**src/rtl/cmd_responder.sv**
```systemverilog
// Command responder: accepts command words, runs gyro calibration or a heading-then-move
// sequence with a speed ramp. Define CMD_RESP_FANFARE_EN to enable the fanfare pulse on opcode 4'b0101.
module cmd_responder (
  input  logic        clk,
  input  logic        rst_n,
  input  logic [15:0] cmd,
  input  logic        cmd_rdy,
  output logic        clr_cmd_rdy,
  output logic        send_resp,
  input  logic [11:0] heading,
  input  logic        heading_rdy,
  input  logic        cntrIR,
  input  logic        cal_done,
  output logic        strt_cal,
  output logic [11:0] desired_heading,
  output logic [9:0]  frwrd,
  output logic        moving,
  output logic        fanfare
);

  typedef enum logic [2:0] {IDLE, CAL, HEADING, RAMP_UP, RAMP_DOWN} state_t;

  localparam logic [3:0]         OP_CAL     = 4'b0010;
  localparam logic [3:0]         OP_MOVE    = 4'b0100;
  localparam logic [3:0]         OP_MOVE_FF = 4'b0101;
  localparam logic [9:0]         FRWRD_MAX  = 10'h2A0;
  localparam logic [9:0]         UP_STEP    = 10'h010;
  localparam logic [9:0]         DOWN_STEP  = 10'h020;
  localparam logic signed [11:0] HDG_TOL    = 12'sh030;

  state_t      state, state_n;
  logic [9:0]  frwrd_n;
  logic [11:0] desired_heading_n;
  logic [3:0]  squares, squares_n;
  logic [4:0]  line_cnt, line_cnt_n;
  logic        cntr_q;
  logic        resp_pend, resp_pend_n;
  logic        clr_n, send_n, strt_n;
  logic        take_cmd;
  logic        line_edge;
  logic        hdg_ok;
  logic [4:0]  target;
  logic signed [11:0] hdg_err;

  // A new command is only taken once the previous acknowledge and response have cleared,
  // so clr_cmd_rdy and send_resp can never overlap.
  assign take_cmd  = (state == IDLE) && cmd_rdy && !clr_cmd_rdy && !send_resp && !resp_pend;
  assign line_edge = cntrIR & ~cntr_q;
  assign hdg_err   = heading - desired_heading;
  assign hdg_ok    = (hdg_err < HDG_TOL) && (hdg_err > -HDG_TOL);
  assign target    = {squares, 1'b0};
  assign moving    = (state == HEADING) || (state == RAMP_UP) || (state == RAMP_DOWN);

  always_comb begin
    state_n           = state;
    frwrd_n           = frwrd;
    desired_heading_n = desired_heading;
    squares_n         = squares;
    line_cnt_n        = line_cnt;
    resp_pend_n       = 1'b0;
    clr_n             = 1'b0;
    send_n            = 1'b0;
    strt_n            = 1'b0;

    if (line_edge && (state == HEADING || state == RAMP_UP) && line_cnt != 5'h1F)
      line_cnt_n = line_cnt + 5'd1;

    case (state)
      IDLE: begin
        send_n = resp_pend;
        if (take_cmd) begin
          clr_n      = 1'b1;
          line_cnt_n = '0;
          case (cmd[15:12])
            OP_CAL: begin
              strt_n  = 1'b1;
              state_n = CAL;
            end
            OP_MOVE, OP_MOVE_FF: begin
              squares_n         = cmd[3:0];
              desired_heading_n = (cmd[11:4] == 8'h00) ? 12'h000 : {cmd[11:4], 4'hF};
              state_n           = HEADING;
            end
            default: resp_pend_n = 1'b1;
          endcase
        end
      end
      CAL: begin
        if (cal_done) begin
          send_n  = 1'b1;
          state_n = IDLE;
        end
      end
      HEADING: begin
        frwrd_n = '0;
        if (heading_rdy && hdg_ok) begin
          if (squares == 4'h0) begin
            send_n  = 1'b1;
            state_n = IDLE;
          end else begin
            state_n = RAMP_UP;
          end
        end
      end
      RAMP_UP: begin
        if (line_cnt_n >= target)
          state_n = RAMP_DOWN;
        else if (heading_rdy)
          frwrd_n = (frwrd >= FRWRD_MAX - UP_STEP) ? FRWRD_MAX : frwrd + UP_STEP;
      end
      RAMP_DOWN: begin
        if (frwrd == 10'h000) begin
          send_n  = 1'b1;
          state_n = IDLE;
        end else if (heading_rdy) begin
          frwrd_n = (frwrd > DOWN_STEP) ? frwrd - DOWN_STEP : 10'h000;
        end
      end
      default: state_n = IDLE;
    endcase
  end

  always_ff @(posedge clk or negedge rst_n) begin
    if (!rst_n) begin
      state           <= IDLE;
      frwrd           <= '0;
      desired_heading <= '0;
      squares         <= '0;
      line_cnt        <= '0;
      cntr_q          <= 1'b0;
      resp_pend       <= 1'b0;
      clr_cmd_rdy     <= 1'b0;
      send_resp       <= 1'b0;
      strt_cal        <= 1'b0;
    end else begin
      state           <= state_n;
      frwrd           <= frwrd_n;
      desired_heading <= desired_heading_n;
      squares         <= squares_n;
      line_cnt        <= line_cnt_n;
      cntr_q          <= cntrIR;
      resp_pend       <= resp_pend_n;
      clr_cmd_rdy     <= clr_n;
      send_resp       <= send_n;
      strt_cal        <= strt_n;
    end
  end

`ifdef CMD_RESP_FANFARE_EN
  logic fan_flag;
  logic fanfare_q;

  // The flag is re-latched on every accepted command, so only a 4'b0101 move can fire it.
  always_ff @(posedge clk or negedge rst_n) begin
    if (!rst_n) begin
      fan_flag  <= 1'b0;
      fanfare_q <= 1'b0;
    end else begin
      if (take_cmd)
        fan_flag <= (cmd[15:12] == OP_MOVE_FF);
      fanfare_q <= send_n & fan_flag;
    end
  end

  assign fanfare = fanfare_q;
`else
  assign fanfare = 1'b0;
`endif

endmodule

```
**config.mk**
```make
export PLATFORM = sky130hd
export DESIGN_NAME = cmd_responder
export DESIGN_NICKNAME = d
export VERILOG_FILES = /design/src/rtl/cmd_responder.sv
export SDC_FILE = /design/constraint.sdc
export NUM_CORES = 1
export LEC_CHECK = 0
export CAP_MARGIN = 10
export CELL_PAD_IN_SITES_DETAIL_PLACEMENT = 1
export CELL_PAD_IN_SITES_GLOBAL_PLACEMENT = 1
export CORE_MARGIN = 4
export CORE_UTILIZATION = 25
export DETAILED_ROUTE_END_ITERATION = 8
export GPL_TIMING_DRIVEN = 0
export HOLD_SLACK_MARGIN = 0.15
export PLACE_DENSITY_LB_ADDON = 0.1
export SYNTH_ARGS = -nofsm -noshare
export SYNTH_HDL_FRONTEND = slang
export SYNTH_SLANG_ARGS = --single-unit
```
**constraint.sdc**
```tcl
create_clock -name clk -period 4.1 [get_ports clk]
set_input_delay 0.615 -clock clk [delete_from_list [all_inputs] [get_ports clk]]
set_output_delay 0.615 -clock clk [all_outputs]
set_load 0.02 [all_outputs]
```
After elaboration in Yosys (flattened, before gate mapping)
Index checks and enable logic that the tools add are counted.

storage, ports and cells
  bits in latches = 0
  register bits = 39
  word-level logic and storage cells = 94
  memories = 0
  memory bits (writable) = 0
  bits in read-only memories = 0

operators by class
  magnitude comparators = 5
  equal/unequal tests = 18
  multipliers = 0
  div/mod/pow operators = 0
  shift operators = 0
  reductions and logical operators = 23
  add/sub/neg operators = 4
  muxes and demuxes = 32
  bitwise gates (word level) = 2

operators by type and width
  operator                                                        count
  2-to-1 mux 10 bit                                               6
  case mux 10 bit (3 select lines)                                1
  2-to-1 mux 3 bit                                                5
  2-to-1 mux 5 bit                                                3
  case mux 3 bit (5 select lines)                                 1
  greater-than comparator 12 x 7 -> 1 bit, second input constant  1
  less-than comparator 12 x 7 -> 1 bit, second input constant     1
  2-to-1 mux 1 bit                                                12
  2-to-1 mux 12 bit                                               1
  inequality test 2 bit, second input constant                    6
  subtractor 12 bit                                               1
  adder 10 x 5 -> 10 bit, second input constant                   1
  greater-or-equal comparator 10 bit, second input constant       1
  greater-than comparator 10 x 6 -> 1 bit, second input constant  1
  logical NOT 10 bit                                              1
  subtractor 10 x 6 -> 10 bit, second input constant              1
  equality test 4 x 3 -> 1 bit, second input constant             2
  logical AND 1 bit                                               8
  logical NOT 8 bit                                               1
  equality test 3 x 2 -> 1 bit, second input constant             2
  inequality test 2 x 1 -> 1 bit, second input constant           3
  case mux 3 bit (2 select lines)                                 1
  AND reduction 6 bit                                             1
  adder 5 x 1 -> 5 bit, second input constant                     1
  other kinds (19)                                                22

Logic depth before layout (Yosys ltp)
  word-level depth = 8
  depth in mapped cells = 17

Least setup slack after synthesis
Ideal clock, no wire load.

  kind = reg-to-reg
  start = reg line_cnt[0]
  end = reg frwrd[4]
  clock period less this slack = 3.429 ns
  path buffers = 1
  arrival = 3.363 ns
  setup slack = 0.671 ns
  required time = 4.033 ns
  cell stages (with the launch flop) = 15
  cell sequence = dfrtp_1 > ha_1 > and3_1 > ha_1 > nor3b_1 > and2_1 > clkbuf_1 > mux2_2 > ha_1 > and3_1 > a211oi_1 > and4b_1 > a211oi_2 > or4_1 > nand2_1

on the way
  cells in the longest elaborated chain, start to end = 6

RTL lines
  element                                                       RTL line  source
  start, declared                                               35        logic [4:0] line_cnt, line_cnt_n;
  start signal, assigned                                        140       line_cnt <= line_cnt_n;
  branches (longest 2 deep; another with adder 5 x 1 -> 5 bit)  n/a
  2-to-1 mux 5 bit *                                            65        if (line_edge && (state == HEADING || state == RAMP_UP) && line_cnt != 5'h1F)
  greater-or-equal comparator 5 bit *                           106       if (line_cnt_n >= target)
  inequality test 2 bit (no source line) *                      n/a
  AND reduction 5 bit (no source line) *                        n/a
  end signal, assigned                                          137       frwrd <= frwrd_n;
  end, declared                                                 16        output logic [9:0] frwrd,

Every way passes the cells marked *.
A chain may end at the register's enable or synchronous reset.

Worst setup path after layout
  start = reg line_cnt[0]
  end = reg frwrd[9]

The elaborated chain is that of the path after synthesis.

==> results by stage <==
Yosys:
- The area fraction in compound gates after synthesis is between 20% and 30%.
- The simple logic cell fraction of the synthesized area is 20.7%.
- The count of different cell masters after synthesis is 61.
- Of the total synthesized cell area, the portion taken by XOR and XNOR cells is 4.73%.
- After synthesis, the mean cell area works out to approximately 8.7 um^2.
- The synthesized cell area is roughly 2600 um^2.
- Of all flip-flops after synthesis, the portion carrying an async set or reset was between 90% and 100%.
- The dominant combinational cell family by area after synthesis is compound AO/OA/AOI/OAI gates.
- The instance count of the mapped netlist is ~300.
- The total number of yosys warnings is 0.
- The sequential share of the synthesized area is slightly above 30%.
- Of the post-synthesis cell area, the part taken by muxes is 1.69%.
- Synthesis inferred 32 register bits.
- The dominant synthesized flop cell is sky130_fd_sc_hd__dfrtp_1.
- The share of synthesized cell area in full adder, half adder and majority cells is approximately an eighth.
- The number of enable-type register cells in the synthesized netlist is 0.

Placement:
- OpenSTA, run right after detailed placement, puts the worst setup slack at just under 0.05 ns.
- The weighted congestion reported at the end of routability-driven placement is 0.776.
- The wire-length estimate of the detail-placed layout is approximately 5700 um.
- The count of port buffers added during placement is 55.

Clocking:
- TritonCTS built the clock tree.
- Hold repair after CTS inserted 0 buffers.
- The number of sinks handled by clock tree synthesis is 32.
- The number of buffers added for setup after CTS is 0.
- The buffer cell driving the clock tree root is sky130_fd_sc_hd__clkbuf_8.
- Clock tree synthesis inserted a total of 5 buffers.
- At the later pin of the worst-skew pair, clock insertion delay measures a little under 0.3 ns.
- The clock passes through at most 2 buffers.
- The H-tree was split into 2 levels.
- After clock tree synthesis, the clock-pin slew on the worst setup and hold paths is approximately 0.07 ns.

Floorplanning:
- In this run the standard cell core region covers 9950 um^2.
- The cell row count is 36.
- The die is ~110 um tall.
- For this design the top-level I/O count stands at between 60 and 70.
- The overall die area is 12,100 um^2.
- The floorplan step set the die width to 110 um.
- Once the floorplan was initialized, standard cells occupied 26.1% of the core.

GRT:
- The via count of the first global-routing pass came to between 2,000 and 2,500.
- In the global route stage, overall resource usage came out at between 10% and 20%.
- The initial antenna violation count is 0.
- The total overflow left after global routing is 0.
- The first global-routing pass estimated roughly 12,000 um of wire.
- The maximum number of pins on one net before global-route repair is 33.

Worst setup path:
- STA classifies the critical path startpoint as a flop.
- The class of the most critical setup path is flop to flop.
- STA classifies the critical path endpoint as a flop.
- The capture instance of the worst register-to-register path is frwrd[9].
- The number of cells on the worst reg-to-reg path is 15.
- The worst register-to-register path has a setup slack of 0.42 ns.
- The arrival time at the worst endpoint is between 3 and 4 ns.
- The worst register-to-register path begins at line_cnt[0].
- The maximum fanout along the worst path is 10.
- The required time at the worst-slack endpoint is between 4 and 5 ns.

Cells and area:
- In the final design database the tool counted approximately 420 nets.
- In the final layout, the share of cells above drive strength 1 is under 10%.
- In the layout the commonest cells are 54 x sky130_fd_sc_hd__clkdlybuf4s50_1, 32 x sky130_fd_sc_hd__dfrtp_1, 28 x sky130_fd_sc_hd__nand2_1.
- The library cell used most frequently in the layout, excluding fill and tap cells, is sky130_fd_sc_hd__clkdlybuf4s50_1.
- The count of antenna diodes in the layout is 0.
- From synthesis to final layout, the design area changed by 31.5%.

Timing:
- Subtracting the final worst setup slack from the clock period gives about 3.7 ns.
- The worst path meets setup with approximately 0.42 ns of slack.
- The clock skew is 0.0100 ns.
- The worst max-slew margin expressed relative to the limit is between 40% and 50%.
- The upper clock frequency limit is between 200 and 300 MHz.
- Setup repair after global routing left no endpoint under its margin.
- The final setup violation count is 0.
- The final-layout worst hold slack is around 0.4 ns.
- The summed negative setup slack over all endpoints is 0 ns.
- The final critical-path share of the clock period is around 90%.
- The measured slew at the worst slew-check pin is 0.787 ns.
- The final count of pins violating max slew came to 0.
- The final number of hold-violating endpoints is 0.

Detailed routing:
- The sum of routed wire length over all layers is between 7000 and 8000 um.
- The detail route stage leaves a number of antenna-violating nets equal to 0.
- The via density per instance is between 4 and 5.
- The number of design rule violations left after detail routing is 0.
- The number of optimization iterations in the first detailed-route pass is 2.
- The number of vias in the routed layout is approximately 2,400.
- The average routed wire per standard cell is 14.6 um.
- The number of design-rule violations left by the first detailed-router iteration is 68.

Power:
- The power density over the cells is 611 nW/um^2.
- Internal power comes to approximately 1.1 mW.
- The clock network accounts for approximately an eighth of the total power.
- The standby leakage power is 1.50 nW.
- The share of power burned in combinational logic is between 60% and 70%.
- The net switching share of the total power is between 40% and 50%.
- The analysis attributes to net switching a power of 0.938 mW.
- Across the VDD grid, the largest voltage drop is 205 uV.
- The share of total power dissipated in sequential elements is between 20% and 30%.

Min path:
- The worst min-delay path class is input pin to async pin.

Status:
- The flow ran to the end, and the final reports show no timing, DRC or antenna violations.

Run:
- Across the run, the number of max-cap violations was 0.
-- sequential cells by signal, summed over array words and instances, names as in the netlist --
signal	flops
squares	4
desired_heading	9
strt_cal	1
send_resp	1
state	3
cntr_q	1
frwrd	6
resp_pend	1
line_cnt	5
clr_cmd_rdy	1
-- logic make-up (layout without fill, tap and decap cells) --
family	after synthesis	after routing
xor+xnor	14	14
other cells	1	5
fa+ha+maj	25	25
flops	32	32
simple gates	95	95
buf+inv	41	103
compound gates	85	85
mux	4	4
-- per-stage QoR --
stage                     util [%]  instances  power (mW)  instance area (um^2)
after global routing          34.3        496        2.29                  3410
after detailed placement      33.4        489        1.84                  3320
after global placement        33.4        489        1.82                  3330
after CTS                     34.3        497        2.13                  3410
after floorplan                  -        301        1.40                  2610
final                         34.3        496        2.08                  3410
-- Yosys cell counts, types with 3 or more instances --
library cell | count | area [um^2]
sky130_fd_sc_hd__nor4_1 | 5 | 31.3
sky130_fd_sc_hd__a31oi_1 | 8 | 50.1
sky130_fd_sc_hd__ha_1 | 24 | 300
sky130_fd_sc_hd__nor3_1 | 4 | 20.0
sky130_fd_sc_hd__a21oi_1 | 18 | 90.1
sky130_fd_sc_hd__a21o_1 | 3 | 22.5
sky130_fd_sc_hd__a211oi_1 | 4 | 30.0
sky130_fd_sc_hd__o21bai_1 | 3 | 22.5
sky130_fd_sc_hd__o21ai_0 | 26 | 130
sky130_fd_sc_hd__clkbuf_1 | 3 | 11.3
sky130_fd_sc_hd__dfrtp_1 | 32 | 801
sky130_fd_sc_hd__xor2_1 | 4 | 35.0
sky130_fd_sc_hd__o31ai_1 | 3 | 22.5
sky130_fd_sc_hd__xnor2_1 | 10 | 87.6
sky130_fd_sc_hd__and2_1 | 3 | 18.8
sky130_fd_sc_hd__nand2_1 | 28 | 105
sky130_fd_sc_hd__buf_4 | 11 | 82.6
sky130_fd_sc_hd__nand4_1 | 5 | 31.3
sky130_fd_sc_hd__mux2_2 | 3 | 33.8
sky130_fd_sc_hd__nor2_1 | 19 | 71.3
sky130_fd_sc_hd__inv_1 | 23 | 86.3
sky130_fd_sc_hd__nand2b_1 | 4 | 25.0
sky130_fd_sc_hd__nand3_1 | 3 | 15.0
-- worst max-delay path: stages (launching register included) --
cell and delay [ns]:
sky130_fd_sc_hd__dfrtp_1 0.44, sky130_fd_sc_hd__ha_1 0.23, sky130_fd_sc_hd__and3_1 0.19, sky130_fd_sc_hd__ha_1 0.18
sky130_fd_sc_hd__nor3b_2 0.24, sky130_fd_sc_hd__and2_1 0.31, sky130_fd_sc_hd__mux2_2 0.39, sky130_fd_sc_hd__ha_1 0.31
sky130_fd_sc_hd__nand3_1 0.08, sky130_fd_sc_hd__a31oi_1 0.16, sky130_fd_sc_hd__a211oi_1 0.09, sky130_fd_sc_hd__and4b_1 0.20
sky130_fd_sc_hd__a211oi_2 0.30, sky130_fd_sc_hd__buf_4 0.22, sky130_fd_sc_hd__nor2_1 0.06, sky130_fd_sc_hd__o32a_2 0.18
-- power by group through the flow --
stage | Sequential [mW] | Combinational, mW | Clock [mW]
after floorplan | 0.577 | 0.823 | 0
after global placement | 0.520 | 1.30 | 0
after detailed placement | 0.523 | 1.31 | 0
after CTS | 0.517 | 1.33 | 0.280
after global routing | 0.533 | 1.47 | 0.289
final | 0.513 | 1.31 | 0.264
-- worst max path at each step --
stage	from	endpoint	cells past startpoint
after floorplan	line_cnt[0]	frwrd[4]	14
after global placement	cntrIR	frwrd[9]	14
after detailed placement	cntrIR	frwrd[9]	14
after CTS	line_cnt[0]	frwrd[9]	16
after global routing	line_cnt[0]	frwrd[9]	16
final	line_cnt[0]	frwrd[9]	15
-- per-layer routing --
layer  part of all wire, %  GRT usage (%)  up-vias
li1                      -              -     1178
met1                    49           16.9     1152
met2                    48           20.8       31
met3                   2.8           2.23        5
met4                  0.84           3.21        0
met5                     0              0        -
-- cell type report --
cell class / count / area (um^2)
plain buffers: 17 / 123
clock buffers: 8 / 90.1
fillers: 1171 / 6540
inverters: 23 / 86.3
multi-input cells: 228 / 1600
flip-flops and latches: 32 / 801
well taps: 133 / 166
repair buffers: 55 / 546
-- what timing repair did --
item,4_1_cts,5_1_grt
endpoints found under the hold margin,0,0
resized for setup,0,1
endpoints found under the setup margin,0,6
Power figures use the tool's default switching activity.
==> edit (same flow settings) <==
Add a define of `CMD_RESP_FANFARE_EN`.
--- a/src/rtl/cmd_responder.sv
+++ b/src/rtl/cmd_responder.sv
@@ -1,5 +1,7 @@
 // Command responder: accepts command words, runs gyro calibration or a heading-then-move
 // sequence with a speed ramp. Define CMD_RESP_FANFARE_EN to enable the fanfare pulse on opcode 4'b0101.
+`define CMD_RESP_FANFARE_EN
+
 module cmd_responder (
   input  logic        clk,
   input  logic        rst_n,
Behaviour: not the same (Yosys sat finds a counterexample within 4 cycles, from zero or initial values and one cycle with rst_n low).
==> edit against the unedited design <==
Worst hold slack better by 28 ps; die area is 7.9% higher; synthesized cell count is 6.1% higher; design area is 8.3% higher; area after synthesis is 8.5% higher; power is 1.1% lower; wire length is 13% higher; worst setup slack better by 84 ps; sequential cell count is 2 higher; clock power is 42% higher; global-route usage is 0.48 points higher; largest cell class unchanged.
==> edit: results (changes against the unedited design) <==
Setup path
  • Critical path arrival: 3760 ps (-90 ps)
  • R2R Setup Slk: 510 ps (+80 ps)
  • CP max stage cell: a21oi_1
  • Slowest stage delay, CP: 460 ps (+20 ps)
  • WS Path Type: flip-flop to flip-flop
  • CP Max Fanout: 5 (-5)
  • Worst r2r path cells: 13 (-2)
  • Worst Setup EP: frwrd[5]

GRT
  • First-pass GRT wire length: 13.5 mm (+13%)
  • GRT Util Overall: 0.130 (+0.00478)
  • Vias in the first global route: 2638 (+7.1%)
  • Initial antenna violation count: 0 (unchanged)
  • Largest net degree at the start of global routing: 35 (+6.1%)

Yosys
  • Synth Area in Adders: 0.114 (-0.00971)
  • XOR/XNOR Fraction of Synth Area: 0.0342 (-0.0131)
  • Synth Area in Compound Gates: 0.199 (-0.0146)
  • Seq/Total Area, Yosys: 0.302 (-0.00651)
  • Cell variety after synth: 65 (+6.6%)
  • Top cells by count, synth: dfrtp_1, ha_1, inv_1, nor2_1, nand2_1
  • Synth area leaders: dfrtp_1, ha_1, mux2_2, o21ai_0, inv_1
  • Multiplexer share of the synthesized area: 0.0707 (+0.0538)

STA
  • Worst Hold Slack: 428 ps (+27.8 ps)
  • Worst Max-Slew Pin Slew: 814 ps (+26.3 ps)
  • Setup Skew: 5.60 ps (-4.42 ps)

Routing
  • Post-DR wirelength/cell: 15.8 um (+7.7%)
  • Vias: 2540 (+7.4%)
  • Met2 wire length: 3.46 mm (about the same)
  • Metal3 WL: 430 um (+110%)
  • DRT iter0 DRCs: 90 (+32%)
  • First-pass detailed-route iteration total: 4 (+2)
  • Routed length on met1: 4.22 mm (+20%)

Final layout
  • Post-layout nets: 440 (+4.5%)
  • Filler instances: 1319 (+13%)
  • Share of post-route cells with drive strength above 1: 0.103 (+0.00346)

Pwr
  • Psw: 883 uW (-5.9%)
  • Leakage: 0.00161 uW (+7.3%)
  • Peak VDD IR: 173 uV (-16%)

Min path
  • HP Class: primary input to async pin

Placed design
  • Detailed placer's ending HPWL: 6.59 mm (+15%)
  • Post-DP Area: 3560 um2 (+7.1%)
  • RePlAce Congestion: 0.756 (-2.6%)
  • IO buf count: 56 (+1.8%)

CTS
  • Post-cts resize count: 0 (unchanged)
  • Root Driver: clkbuf_16
  • CTS Buf Count: 5 (unchanged)
  • Reg clk slew, reported paths: 50 ps (-20 ps)

Status
  • Outcome: finished, final reports clean
[edit: cell count changes after synthesis, moves of 4 or more]
cell,before,now
o21ai_0,26,18
nand2_1,28,22
o211ai_1,2,7
a31oi_1,8,2
mux2_2,3,15
nor3b_1,1,5
nand3_1,3,7
xnor2_1,10,6
nor2b_1,2,7
nor2_1,19,23
[edit: cells by family after synthesis]
kind of cell / count (synthesis)
multiplexers: 18
flip-flops: 34
adder cells (fa/ha/maj): 25
AND/OR/NAND/NOR: 107
XOR/XNOR: 11
buffers and inverters: 39
AO/OA/AOI/OAI: 80
other: 1
[edit: power by group through the flow]
stage                     Clock, uW  Sequential, uW  Combinational [uW]
after floorplan                   0             543                 776
after detailed placement          0             517                1190
after global routing            401             525                1320
after global placement            0             516                1170
after CTS                       388             512                1200
final                           375             510                1180
[edit: area by class of cell]
class                      instances  area (um2)  share of cell area
timing repair buffer              56         556               0.150
buffer                            16         100              0.0271
sequential                        34         851               0.230
multi-input combinational        245        1790               0.484
tap                              140         175              0.0474
clock buffer                       6         139              0.0376
inverter                          23        86.3              0.0234
[edit: layer usage]
layer,global-route usage,vias up
met5,0,-
li1,-,1269
met1,0.186,1208
met4,0.0285,0
met2,0.198,56
met3,0.0344,7
[edit: through the flow]
stage          setup WS, ps  instances
3_3_place_gp            227        514
5_1_grt                 157        520
6_report                506        520
2_1_floorplan          1030        318
4_1_cts                 465        520
3_5_place_dp            215        514
